==> config.mk <==
export PLATFORM = sky130hd
export DESIGN_NAME = alarm_clock_multi_flat
export DESIGN_NICKNAME = d
export VERILOG_FILES = /design/src/rtl/alarm_clock_multi_if.sv /design/src/rtl/alarm_clock_multi.sv /design/src/flat_wrapper.sv
export SDC_FILE = /design/constraint.sdc
export NUM_CORES = 1
export LEC_CHECK = 0
export BUFFER_PORTS_ARGS = -buffer_cell sky130_fd_sc_hd__clkbuf_2
export CORE_MARGIN = 2
export CORE_UTILIZATION = 57
export DETAILED_ROUTE_END_ITERATION = 10
export PLACE_DENSITY = 0.84
export REMOVE_ABC_BUFFERS = 1
export SYNTH_ARGS = -nofsm -noshare
export SYNTH_HDL_FRONTEND = slang
export SYNTH_SLANG_ARGS = --single-unit
==> constraint.sdc <==
create_clock -name clk -period 8.35 [get_ports clk]
set_clock_uncertainty 0.1 [all_clocks]
set_input_delay 0.4175 -clock clk [delete_from_list [all_inputs] [get_ports clk]]
set_output_delay 0.4175 -clock clk [all_outputs]
set_load 0.02 [all_outputs]
==> src/rtl/alarm_clock_multi_if.sv <==
// Bundle of the alarm-clock core's button, pulse and display signals.
//  master : pulse source / button side (drives inputs, reads time, display, buzz)
//  slave  : the alarm_clock_multi core
interface alarm_clock_multi_if #(
  parameter int unsigned NALM = 4,
  parameter int unsigned AW   = (NALM > 1) ? $clog2(NALM) : 1
);
  logic            pulse;
  logic            timeset;
  logic            alarmset;
  logic            minadv;
  logic            hrsadv;
  logic [AW-1:0]   alm_sel;
  logic [NALM-1:0] alm_on;
  logic            snooze;
  logic            stop;
  logic [6:0]      tsec;
  logic [6:0]      tmin;
  logic [6:0]      thrs;
  logic [2:0]      tday;
  logic [6:0]      disp_min;
  logic [6:0]      disp_hrs;
  logic            buzz;
  logic [AW-1:0]   alm_idx;

  modport master (
    output pulse, timeset, alarmset, minadv, hrsadv, alm_sel, alm_on, snooze, stop,
    input  tsec, tmin, thrs, tday, disp_min, disp_hrs, buzz, alm_idx
  );

  modport slave (
    input  pulse, timeset, alarmset, minadv, hrsadv, alm_sel, alm_on, snooze, stop,
    output tsec, tmin, thrs, tday, disp_min, disp_hrs, buzz, alm_idx
  );
endinterface

==> src/rtl/alarm_clock_multi.sv <==
// Alarm-clock core: sec/min/hrs/day counters, NALM alarm slots and a shared
// ring/snooze controller.
//  clk, rst_n : clock, asynchronous active-low reset
//  bus.pulse  : 1/sec tick; all time and alarm-slot advance is qualified by it
//  bus.timeset/alarmset/minadv/hrsadv/alm_sel : manual set controls
//  bus.alm_on : per-slot enable; bus.snooze/stop : ring control buttons
//  bus.tsec/tmin/thrs/tday : time of day; bus.disp_min/disp_hrs : display mux
//  bus.buzz   : alarm sounding; bus.alm_idx : slot that caused the ring
module alarm_clock_multi #(
  parameter int unsigned NS         = 60,
  parameter int unsigned NM         = 60,
  parameter int unsigned NH         = 24,
  parameter int unsigned ND         = 7,
  parameter int unsigned NALM       = 4,
  parameter int unsigned SNOOZE_MIN = 9,
  parameter int unsigned RING_SEC   = 60
) (
  input logic              clk,
  input logic              rst_n,
  alarm_clock_multi_if.slave bus
);

  localparam int unsigned AW      = (NALM > 1) ? $clog2(NALM) : 1;
  localparam int unsigned SNZ_TOT = SNOOZE_MIN * NS;
  localparam int unsigned RW      = $clog2(RING_SEC + 1);
  localparam int unsigned ZW      = $clog2(SNZ_TOT + 1);

  localparam logic [6:0] SEC_MAX = 7'(NS - 1);
  localparam logic [6:0] MIN_MAX = 7'(NM - 1);
  localparam logic [6:0] HRS_MAX = 7'(NH - 1);
  localparam logic [2:0] DAY_MAX = 3'(ND - 1);

  typedef enum logic [1:0] {
    ST_IDLE   = 2'd0,
    ST_RING   = 2'd1,
    ST_SNOOZE = 2'd2
  } state_e;

  logic [6:0]    tsec_q, tsec_d, tmin_q, tmin_d, thrs_q, thrs_d;
  logic [2:0]    tday_q, tday_d;
  logic [6:0]    amin_q [NALM];
  logic [6:0]    amin_d [NALM];
  logic [6:0]    ahrs_q [NALM];
  logic [6:0]    ahrs_d [NALM];
  state_e        state_q, state_d;
  logic [RW-1:0] ring_ct_q, ring_ct_d;
  logic [ZW-1:0] snz_ct_q, snz_ct_d;
  logic [AW-1:0] alm_idx_q, alm_idx_d;
  logic          buzz_q;
  logic          snooze_q;

  logic          set_t, set_a, sec_wrap, match, snz_rise, abort;
  logic [AW-1:0] match_idx;

  // Mode decode: both buttons high falls back to RUN
  assign set_t    = bus.timeset & ~bus.alarmset;
  assign set_a    = bus.alarmset & ~bus.timeset;
  assign snz_rise = bus.snooze & ~snooze_q;

  // Time-of-day counters
  always_comb begin : time_next
    tsec_d   = tsec_q;
    tmin_d   = tmin_q;
    thrs_d   = thrs_q;
    tday_d   = tday_q;
    sec_wrap = 1'b0;
    if (bus.pulse) begin
      if (set_t) begin
        // Manual advance never carries into the next field
        if (bus.minadv) tmin_d = (tmin_q == MIN_MAX) ? 7'd0 : tmin_q + 7'd1;
        if (bus.hrsadv) thrs_d = (thrs_q == HRS_MAX) ? 7'd0 : thrs_q + 7'd1;
      end else if (tsec_q == SEC_MAX) begin
        tsec_d   = 7'd0;
        sec_wrap = 1'b1;
        if (tmin_q == MIN_MAX) begin
          tmin_d = 7'd0;
          if (thrs_q == HRS_MAX) begin
            thrs_d = 7'd0;
            tday_d = (tday_q == DAY_MAX) ? 3'd0 : tday_q + 3'd1;
          end else begin
            thrs_d = thrs_q + 7'd1;
          end
        end else begin
          tmin_d = tmin_q + 7'd1;
        end
      end else begin
        tsec_d = tsec_q + 7'd1;
      end
    end
  end

  // Alarm slot editing and match against the post-update time
  always_comb begin : slot_next
    match     = 1'b0;
    match_idx = '0;
    for (int unsigned k = 0; k < NALM; k++) begin
      amin_d[k] = amin_q[k];
      ahrs_d[k] = ahrs_q[k];
      if (bus.pulse && set_a && (AW'(k) == bus.alm_sel)) begin
        if (bus.minadv) amin_d[k] = (amin_q[k] == MIN_MAX) ? 7'd0 : amin_q[k] + 7'd1;
        if (bus.hrsadv) ahrs_d[k] = (ahrs_q[k] == HRS_MAX) ? 7'd0 : ahrs_q[k] + 7'd1;
      end
      // Ascending scan with a sticky flag so the lowest index wins
      if (sec_wrap && !match && bus.alm_on[AW'(k)] &&
          (amin_q[k] == tmin_d) && (ahrs_q[k] == thrs_d)) begin
        match     = 1'b1;
        match_idx = AW'(k);
      end
    end
  end

  // Ring/snooze controller next state
  always_comb begin : fsm_next
    state_d   = state_q;
    ring_ct_d = ring_ct_q;
    snz_ct_d  = snz_ct_q;
    alm_idx_d = alm_idx_q;
    // Disabling the active slot or entering time-set cancels any ring/snooze
    abort     = set_t || ((state_q != ST_IDLE) && !bus.alm_on[alm_idx_q]);
    if (abort) begin
      state_d = ST_IDLE;
    end else begin
      case (state_q)
        ST_IDLE: begin
          if (match) begin
            state_d   = ST_RING;
            alm_idx_d = match_idx;
            ring_ct_d = RW'(RING_SEC);
          end
        end
        ST_RING: begin
          if (bus.stop) begin
            state_d = ST_IDLE;
          end else if (snz_rise) begin
            state_d  = ST_SNOOZE;
            snz_ct_d = ZW'(SNZ_TOT);
          end else if (bus.pulse) begin
            ring_ct_d = ring_ct_q - RW'(1);
            if (ring_ct_q == RW'(1)) state_d = ST_IDLE;
          end
        end
        ST_SNOOZE: begin
          if (bus.stop) begin
            state_d = ST_IDLE;
          end else if (bus.pulse) begin
            snz_ct_d = snz_ct_q - ZW'(1);
            if (snz_ct_q == ZW'(1)) begin
              state_d   = ST_RING;
              ring_ct_d = RW'(RING_SEC);
            end
          end
        end
        default: state_d = ST_IDLE;
      endcase
    end
  end

  // State and counter registers
  always_ff @(posedge clk or negedge rst_n) begin : regs
    if (!rst_n) begin
      tsec_q    <= '0;
      tmin_q    <= '0;
      thrs_q    <= '0;
      tday_q    <= '0;
      for (int unsigned k = 0; k < NALM; k++) begin
        amin_q[k] <= '0;
        ahrs_q[k] <= '0;
      end
      state_q   <= ST_IDLE;
      ring_ct_q <= '0;
      snz_ct_q  <= '0;
      alm_idx_q <= '0;
      buzz_q    <= 1'b0;
      snooze_q  <= 1'b0;
    end else begin
      tsec_q    <= tsec_d;
      tmin_q    <= tmin_d;
      thrs_q    <= thrs_d;
      tday_q    <= tday_d;
      for (int unsigned k = 0; k < NALM; k++) begin
        amin_q[k] <= amin_d[k];
        ahrs_q[k] <= ahrs_d[k];
      end
      state_q   <= state_d;
      ring_ct_q <= ring_ct_d;
      snz_ct_q  <= snz_ct_d;
      alm_idx_q <= alm_idx_d;
      // Tracks the state register exactly: high in every RING cycle
      buzz_q    <= (state_d == ST_RING);
      snooze_q  <= bus.snooze;
    end
  end

  assign bus.tsec     = tsec_q;
  assign bus.tmin     = tmin_q;
  assign bus.thrs     = thrs_q;
  assign bus.tday     = tday_q;
  assign bus.buzz     = buzz_q;
  assign bus.alm_idx  = alm_idx_q;
  // Display shows the selected slot while setting it, the time otherwise
  assign bus.disp_min = set_a ? amin_q[bus.alm_sel] : tmin_q;
  assign bus.disp_hrs = set_a ? ahrs_q[bus.alm_sel] : thrs_q;

endmodule

==> src/flat_wrapper.sv <==
// flat-port wrapper written by rule: the top's interface ports become plain ports
module alarm_clock_multi_flat 
#(
  parameter int unsigned NS         = 60,
  parameter int unsigned NM         = 60,
  parameter int unsigned NH         = 24,
  parameter int unsigned ND         = 7,
  parameter int unsigned NALM       = 4,
  parameter int unsigned SNOOZE_MIN = 9,
  parameter int unsigned RING_SEC   = 60
)
  (clk, rst_n, bus_pulse, bus_timeset, bus_alarmset, bus_minadv, bus_hrsadv, bus_alm_sel, bus_alm_on, bus_snooze, bus_stop, bus_tsec, bus_tmin, bus_thrs, bus_tday, bus_disp_min, bus_disp_hrs, bus_buzz, bus_alm_idx);
  alarm_clock_multi_if #(.NALM(NALM)) bus_i ();
  input logic clk;
  input logic rst_n;
  input wire logic [$bits(bus_i.pulse)-1:0] bus_pulse;
  input wire logic [$bits(bus_i.timeset)-1:0] bus_timeset;
  input wire logic [$bits(bus_i.alarmset)-1:0] bus_alarmset;
  input wire logic [$bits(bus_i.minadv)-1:0] bus_minadv;
  input wire logic [$bits(bus_i.hrsadv)-1:0] bus_hrsadv;
  input wire logic [$bits(bus_i.alm_sel)-1:0] bus_alm_sel;
  input wire logic [$bits(bus_i.alm_on)-1:0] bus_alm_on;
  input wire logic [$bits(bus_i.snooze)-1:0] bus_snooze;
  input wire logic [$bits(bus_i.stop)-1:0] bus_stop;
  output wire logic [$bits(bus_i.tsec)-1:0] bus_tsec;
  output wire logic [$bits(bus_i.tmin)-1:0] bus_tmin;
  output wire logic [$bits(bus_i.thrs)-1:0] bus_thrs;
  output wire logic [$bits(bus_i.tday)-1:0] bus_tday;
  output wire logic [$bits(bus_i.disp_min)-1:0] bus_disp_min;
  output wire logic [$bits(bus_i.disp_hrs)-1:0] bus_disp_hrs;
  output wire logic [$bits(bus_i.buzz)-1:0] bus_buzz;
  output wire logic [$bits(bus_i.alm_idx)-1:0] bus_alm_idx;
  assign bus_i.pulse = bus_pulse;
  assign bus_i.timeset = bus_timeset;
  assign bus_i.alarmset = bus_alarmset;
  assign bus_i.minadv = bus_minadv;
  assign bus_i.hrsadv = bus_hrsadv;
  assign bus_i.alm_sel = bus_alm_sel;
  assign bus_i.alm_on = bus_alm_on;
  assign bus_i.snooze = bus_snooze;
  assign bus_i.stop = bus_stop;
  assign bus_tsec = bus_i.tsec;
  assign bus_tmin = bus_i.tmin;
  assign bus_thrs = bus_i.thrs;
  assign bus_tday = bus_i.tday;
  assign bus_disp_min = bus_i.disp_min;
  assign bus_disp_hrs = bus_i.disp_hrs;
  assign bus_buzz = bus_i.buzz;
  assign bus_alm_idx = bus_i.alm_idx;
  alarm_clock_multi #(.NS(NS), .NM(NM), .NH(NH), .ND(ND), .NALM(NALM), .SNOOZE_MIN(SNOOZE_MIN), .RING_SEC(RING_SEC)) u_core (.clk(clk), .rst_n(rst_n), .bus(bus_i));
endmodule
; Word-level counts from Yosys, hierarchy flattened
; Index checks and enable logic that the tools add are counted.
; W data, S select, Z words.
[word_totals]
register_bits = 102
in_bits = 15
output_inout_bits = 41
word_cells = 187
[op_classes]
addsub = 14
n_lt_le_gt_ge = 2
n_eq_ne = 36
n_mux = 64
bitwise = 9
n_reduce_logical = 44
[ops]
columns = op, count
row1 = $mux W7, 26
row2 = $add A7 B1 Y7 const B, 11
row3 = $eq A7 B7 Y1, 8
row4 = $eq A7 B6 Y1 const B, 6
row5 = $mux W6, 7
row6 = $mux W10, 4
row7 = $eq A7 B5 Y1 const B, 5
row8 = $bmux W7 S2, 2
row9 = $mux W2, 11
row10 = $logic_and A1 B1 Y1, 21
row11 = $pmux W10 S2, 1
row12 = $pmux W6 S3, 1
row13 = $reduce_and A2 Y1, 9
row14 = $eq A10 B1 Y1 const B, 1
row15 = $ne A2 B2 Y1 const B, 5
row16 = $sub A10 B1 Y10 const B, 1
row17 = $mux W1, 9
row18 = $reduce_and A9 Y1, 1
row19 = $eq A6 B1 Y1 const B, 1
row20 = $ne A2 B1 Y1 const B, 3
row21 = $pmux W2 S3, 1
row22 = $reduce_and A6 Y1, 1
row23 = $sub A6 B1 Y6 const B, 1
row24 = $not A1 Y1, 5
row25 = other kinds (19), 28

; Logic depth before layout (Yosys ltp)
[logic_depth]
word_depth = 31
mapped_depth = 13
ltp_nobuf = 11

; Worst setup path after synthesis
; OpenSTA, ideal clock, no wires.
[synth_path]
path_kind = register to register
start = register u_core.tsec_q[0] (netlist: u_core.bus.tsec[0])
end = register u_core.ring_ct_q[4]
setup_time_ns = 0.126
t_arrival_ns = 3.477
setup_slack_ns = 4.648
stages_incl_launch_ff = 14
path_buffers = 2
synth_period_minus_slack_ns = 3.702
cell_sequence = dfrtp_1 > ha_1 > or3b_4 > nand4bb_1 > buf_2 > a211oi_1 > mux2i_1 > xor2_1 > and3_1 > nand4_1 > o41ai_1 > or3_1 > buf_4 > o311a_1
[synth_via]
elab_chain_cells = 28
elab_cells_between_ends = 42
cone_classes = 10 x eq/ne / 13 x mux / 19 x reduce/logical
[synth_rtl]
columns = item, line
row1 = "start, declared", alarm_clock_multi.sv:39  ; logic [6:0] tsec_q, tsec_d, tmin_q, tmin_d, thrs_q, thrs_d;
row2 = "start signal, assigned", alarm_clock_multi.sv:176  ; tsec_q <= tsec_d;
row3 = $eq A7 B6 Y1 (*), alarm_clock_multi.sv:72  ; end else if (tsec_q == SEC_MAX) begin
row4 = $mux W7 or $mux W1 (tied branches), alarm_clock_multi.sv:72
row5 = $mux W7 or $mux W1 (tied branches), alarm_clock_multi.sv:68  ; if (set_t) begin
row6 = $mux W7 or $mux W1 (tied branches), alarm_clock_multi.sv:67  ; if (bus.pulse) begin
row7 = $eq A7 B7 Y1 or $logic_and A1 B1 Y1 (tied branches), "alarm_clock_multi.sv:105, alarm_clock_multi.sv:104"
row8 = $logic_and A1 B1 Y1, alarm_clock_multi.sv:104  ; if (sec_wrap && !match && bus.alm_on[AW'(k)] &&
row9 = $logic_and A1 B1 Y1, alarm_clock_multi.sv:105  ; (amin_q[k] == tmin_d) && (ahrs_q[k] == thrs_d)) begin
row10 = $mux W1, alarm_clock_multi.sv:104
row11 = (+10 left out), --
row12 = $logic_and A1 B1 Y1, alarm_clock_multi.sv:105
row13 = $mux W1, alarm_clock_multi.sv:104
row14 = $logic_not A1 Y1, alarm_clock_multi.sv:104
row15 = $logic_and A1 B1 Y1 (3 in a row), alarm_clock_multi.sv:104
row16 = $logic_and A1 B1 Y1, alarm_clock_multi.sv:105
row17 = $mux W1 (*), alarm_clock_multi.sv:104
row18 = $ne A2 B1 Y1 (no line) (*), --
row19 = $reduce_and A9 Y1 (no line) (*), --
row20 = "end signal, assigned", alarm_clock_multi.sv:185  ; ring_ct_q <= ring_ct_d;
row21 = "end, declared", alarm_clock_multi.sv:46  ; logic [RW-1:0] ring_ct_q, ring_ct_d;
; Every way passes the cells marked *; elsewhere a longest branch is shown, timed or not.
; A chain may end at the register's enable or synchronous reset.

; Final worst setup path
[layout_path]
start = register u_core.tsec_q[0] (netlist: u_core.bus.tsec[0])
end = register u_core.state_q[0]
[layout_via]
elab_chain_cells = 29
elab_cells_between_ends = 43
cone_classes = 9 x eq/ne / 16 x mux / 18 x reduce/logical
[layout_rtl]
columns = item, line
row1 = $eq A7 B6 Y1 (*), alarm_clock_multi.sv:72
row2 = $mux W7 or $mux W1 (tied branches), alarm_clock_multi.sv:72
row3 = $mux W7 or $mux W1 (tied branches), alarm_clock_multi.sv:68
row4 = $mux W7 or $mux W1 (tied branches), alarm_clock_multi.sv:67
row5 = $eq A7 B7 Y1 or $logic_and A1 B1 Y1 (tied branches), "alarm_clock_multi.sv:105, alarm_clock_multi.sv:104"
row6 = $logic_and A1 B1 Y1, alarm_clock_multi.sv:104
row7 = $logic_and A1 B1 Y1, alarm_clock_multi.sv:105
row8 = $mux W1, alarm_clock_multi.sv:104
row9 = (+12 left out), --
row10 = $logic_not A1 Y1, alarm_clock_multi.sv:104
row11 = $logic_and A1 B1 Y1 (3 in a row), alarm_clock_multi.sv:104
row12 = $logic_and A1 B1 Y1, alarm_clock_multi.sv:105
row13 = $mux W1 (*), alarm_clock_multi.sv:104
row14 = $mux W2 (*), alarm_clock_multi.sv:125  ; if (match) begin
row15 = $pmux W2 S3 (*), alarm_clock_multi.sv:123  ; case (state_q)
row16 = $mux W2 (*), alarm_clock_multi.sv:120  ; if (abort) begin
row17 = net u_core.state_d[0], alarm_clock_multi.sv:45  ; state_e state_q, state_d;
row18 = "end signal, assigned", alarm_clock_multi.sv:184  ; state_q <= state_d;
row19 = "end, declared", alarm_clock_multi.sv:45
; The timed path passes the listed nets; every way through them passes the cells marked *.

==> metrics.cfg <==
[status]
status=completed

[power]
p_int_uw=948
leakagePower_uw=0.00324
p_comb_share_pct=31.2
swShare_pct=37.9
powerDensity_nw_per_um2=209
power_frac_clock_pct=25.4
peakVddDrop_mv=0.155
p_seq_share_pct=43.4
switching_power_uw=578

[clock_network]
cts_tree=yes
clockBufferDepth=2
clockRootBuffer=clkbuf_16
cts_resized=0
htreeDepth=3
insertion_delay_ns=0.35
cts.clk_slew.worst_paths_ns=0.07
cts.sinks=102
cts_buffers=9

[synthesis]
synth_top_cell_area_share_pct=38.3
synth_async_sr_flop_share_pct=100
ys_warn_count=0
synth_top_area_cell=dfrtp_1
netlist_area_um2=6660
synth.area.top_cells=dfrtp_1 (38%), xnor2_1 (5.3%), mux4_2 (5.1%)
yosys-top-cells-count=dfrtp_1 (102), nand2_1 (77), o21ai_0 (57)
seq_area_frac_synth_pct=38.3
synth.most_common_cell=dfrtp_1
ys_seq_elements=102
ys_types=70
postSynthCellCount=710
synth_ff_type=dfrtp_1
syn_avg_cell_area_um2=9.39
synth_edf_count=0

[place]
place_hpwl_mm=12.3
gp_congestion=0.902
port_buffers=55
placed_cell_area_um2=7020

[layout]
fill_cells=932
diodes=0
multi_input_area_um2=3930
drive_gt1_share_pct=16.5
regArea_um2=2550
nets=779
fin_util_pct=63.9
fin_area_um2=7290
area_delta_synth_final_pct=9.44

[setup_path]
cp_cell_sequence=ha_1 > or3b_4 > nand4bb_1 > a21oi_1 > mux2i_2 > xnor2_1 > nor4_1 > o2111ai_1 > o41ai_1 > or3_1 > a31o_2
worstSetupPathType=reg2reg
end_kind=flip-flop
crit_fanout=9
r2r_slack_ns=3.99
rr_worst_depth=11
required_ns=8.54
crit_path_start_kind=flip-flop
arrival_ns=4.55
slowest_stage=nand4bb_1
r2r-start=u_core.bus.tsec[0]
crit-reg2reg-capture=u_core.state_q[0]
critPathMaxStageDelay_ns=0.52

[timing]
setup_viol=0
finalSetupTns_ns=0
hold_viol_final=0
holdWs_ns=0.0845
relSlewSlack_pct=24.4
rsz0062_at_grt=no
max_freq_ghz=0.230
fin_crit_ns=4.36
maxSlewViolCount=0
min_period_over_period_pct=52.2
worst-slew-pin-transition_ns=1.13

[run]
max_cap_viol_count=0

[detailed_routing]
drtAntennaViolNets=0
dr.pass1.iters=5
wire_per_inst_um=18.5
drt_wl_total_mm=16.6
drc_errors=0
via_per_inst=6.33
drtIter0Drc=566
vias=5671

[grt]
grt_pass1_vias=5669
grt_pass1_wl_mm=27.6
antenna_found_initial=0
grt_max_degree=55
overflow=0
gr-usage-all-layers_pct=27.3

[min_path]
holdPathStages=1
hold_class=in2reg
hold_end=u_core.snooze_q
hold_start=bus_snooze

[floorplanning]
dieHeight_um=112
die_w_um=112
start_util_pct=58.4
core_region_area_um2=11400
die-area_um2=12600
pin_count=56
rows=39

-- placed cells by master, fill, tap and decap left out, types with 6 or more instances in the layout --
cell type    n
mux4_2      15
nor4_1       6
a21o_1       7
mux2_2      21
inv_1       17
ha_1        15
nand2_1     77
nand2b_1    10
nand4_1     23
nor2_1      54
clkbuf_2    54
dfrtp_1    102
nor2b_1      7
a21oi_1     23
nor3_1      26
clkbuf_16    9
a31oi_1      9
xor2_1      36
o31ai_1      7
nand3_1     30
xnor2_1     40
o21ai_0     57
and3_1      18
-- metal layers --
metal / wire, µm / GRT usage [%]
met1: 7220 / 36.4
met2: 7840 / 43.9
met3: 914 / 5.45
met4: 614 / 11.5
met5: 0 / 0
-- cell type report --
| cell class | instances | share of cell area [%] |
|---|---|---|
| multi-input combinational | 561 | 53.9 |
| tap | 143 | 2.45 |
| inverter | 17 | 0.875 |
| clock buffer | 10 | 3.14 |
| clock inverter | 5 | 0.498 |
| sequential | 102 | 35.0 |
| timing repair buffer | 58 | 4.15 |
-- power groups by stage --
stage,clock network (µW),logic [µW],registers (µW)
3_5_place_dp,0,473,669
2_1_floorplan,0,302,669
4_1_cts,394,477,660
5_1_grt,411,524,672
3_3_place_gp,0,459,662
6_report,387,477,662
-- flip-flops by register name (all words and copies together) (netlist names) --
register and cells:
u_core.ahrs_q 28, u_core.amin_q 28, u_core.bus.alm_idx 2, u_core.bus.buzz 1
u_core.bus.tday 3, u_core.bus.thrs 7, u_core.bus.tmin 7, u_core.bus.tsec 7
u_core.ring_ct_q 6, u_core.snooze_q 1, u_core.snz_ct_q 10, u_core.state_q 2
-- how the worst max path moves through the flow --
stage / endpoint / startpoint
after floorplan: u_core.ring_ct_q[4] / u_core.bus.tsec[0]
after global placement: u_core.ring_ct_q[1] / u_core.bus.tsec[0]
after detailed placement: u_core.ring_ct_q[1] / u_core.bus.tsec[0]
after CTS: u_core.state_q[0] / u_core.bus.tsec[0]
after global routing: u_core.ring_ct_q[1] / u_core.bus.tsec[0]
final: u_core.state_q[0] / u_core.bus.tsec[0]
-- kinds of logic after synthesis --
family	synth area share (%)
buffers and inverters	2.72
and+or+nand+nor	21.9
xor gates and xnor gates	11.3
adders and majority gates	2.82
DFF	38.3
muxes	9.43
AOI/OAI and AO/OA	13.6
-- stage by stage --
stage	total power [µW]	instances	setup WS [ns]
CTS	1530	896	4.03
detailed placement	1140	880	4.05
global placement	1120	880	4.23
global route	1610	896	3.58
finish	1530	896	3.99
floorplan	972	680	4.49
-- what timing repair did --
item | CTS | global route
setup buffers | 0 | 0
hold buffers | 1 | 0
hold endpoints to repair | 10 | 0
setup endpoints to repair | 0 | 0
-- critical path, delay by kind of cell, from the launching register on --
kind / cells / cell delay (ns)
and+or+nand+nor: 4 / 1.65
AOI/OAI and AO/OA: 4 / 1.33
muxes: 1 / 0.46
DFF: 1 / 0.41
adders and majority gates: 1 / 0.23
xor gates and xnor gates: 1 / 0.11
(Power assumes the default switching activity.)
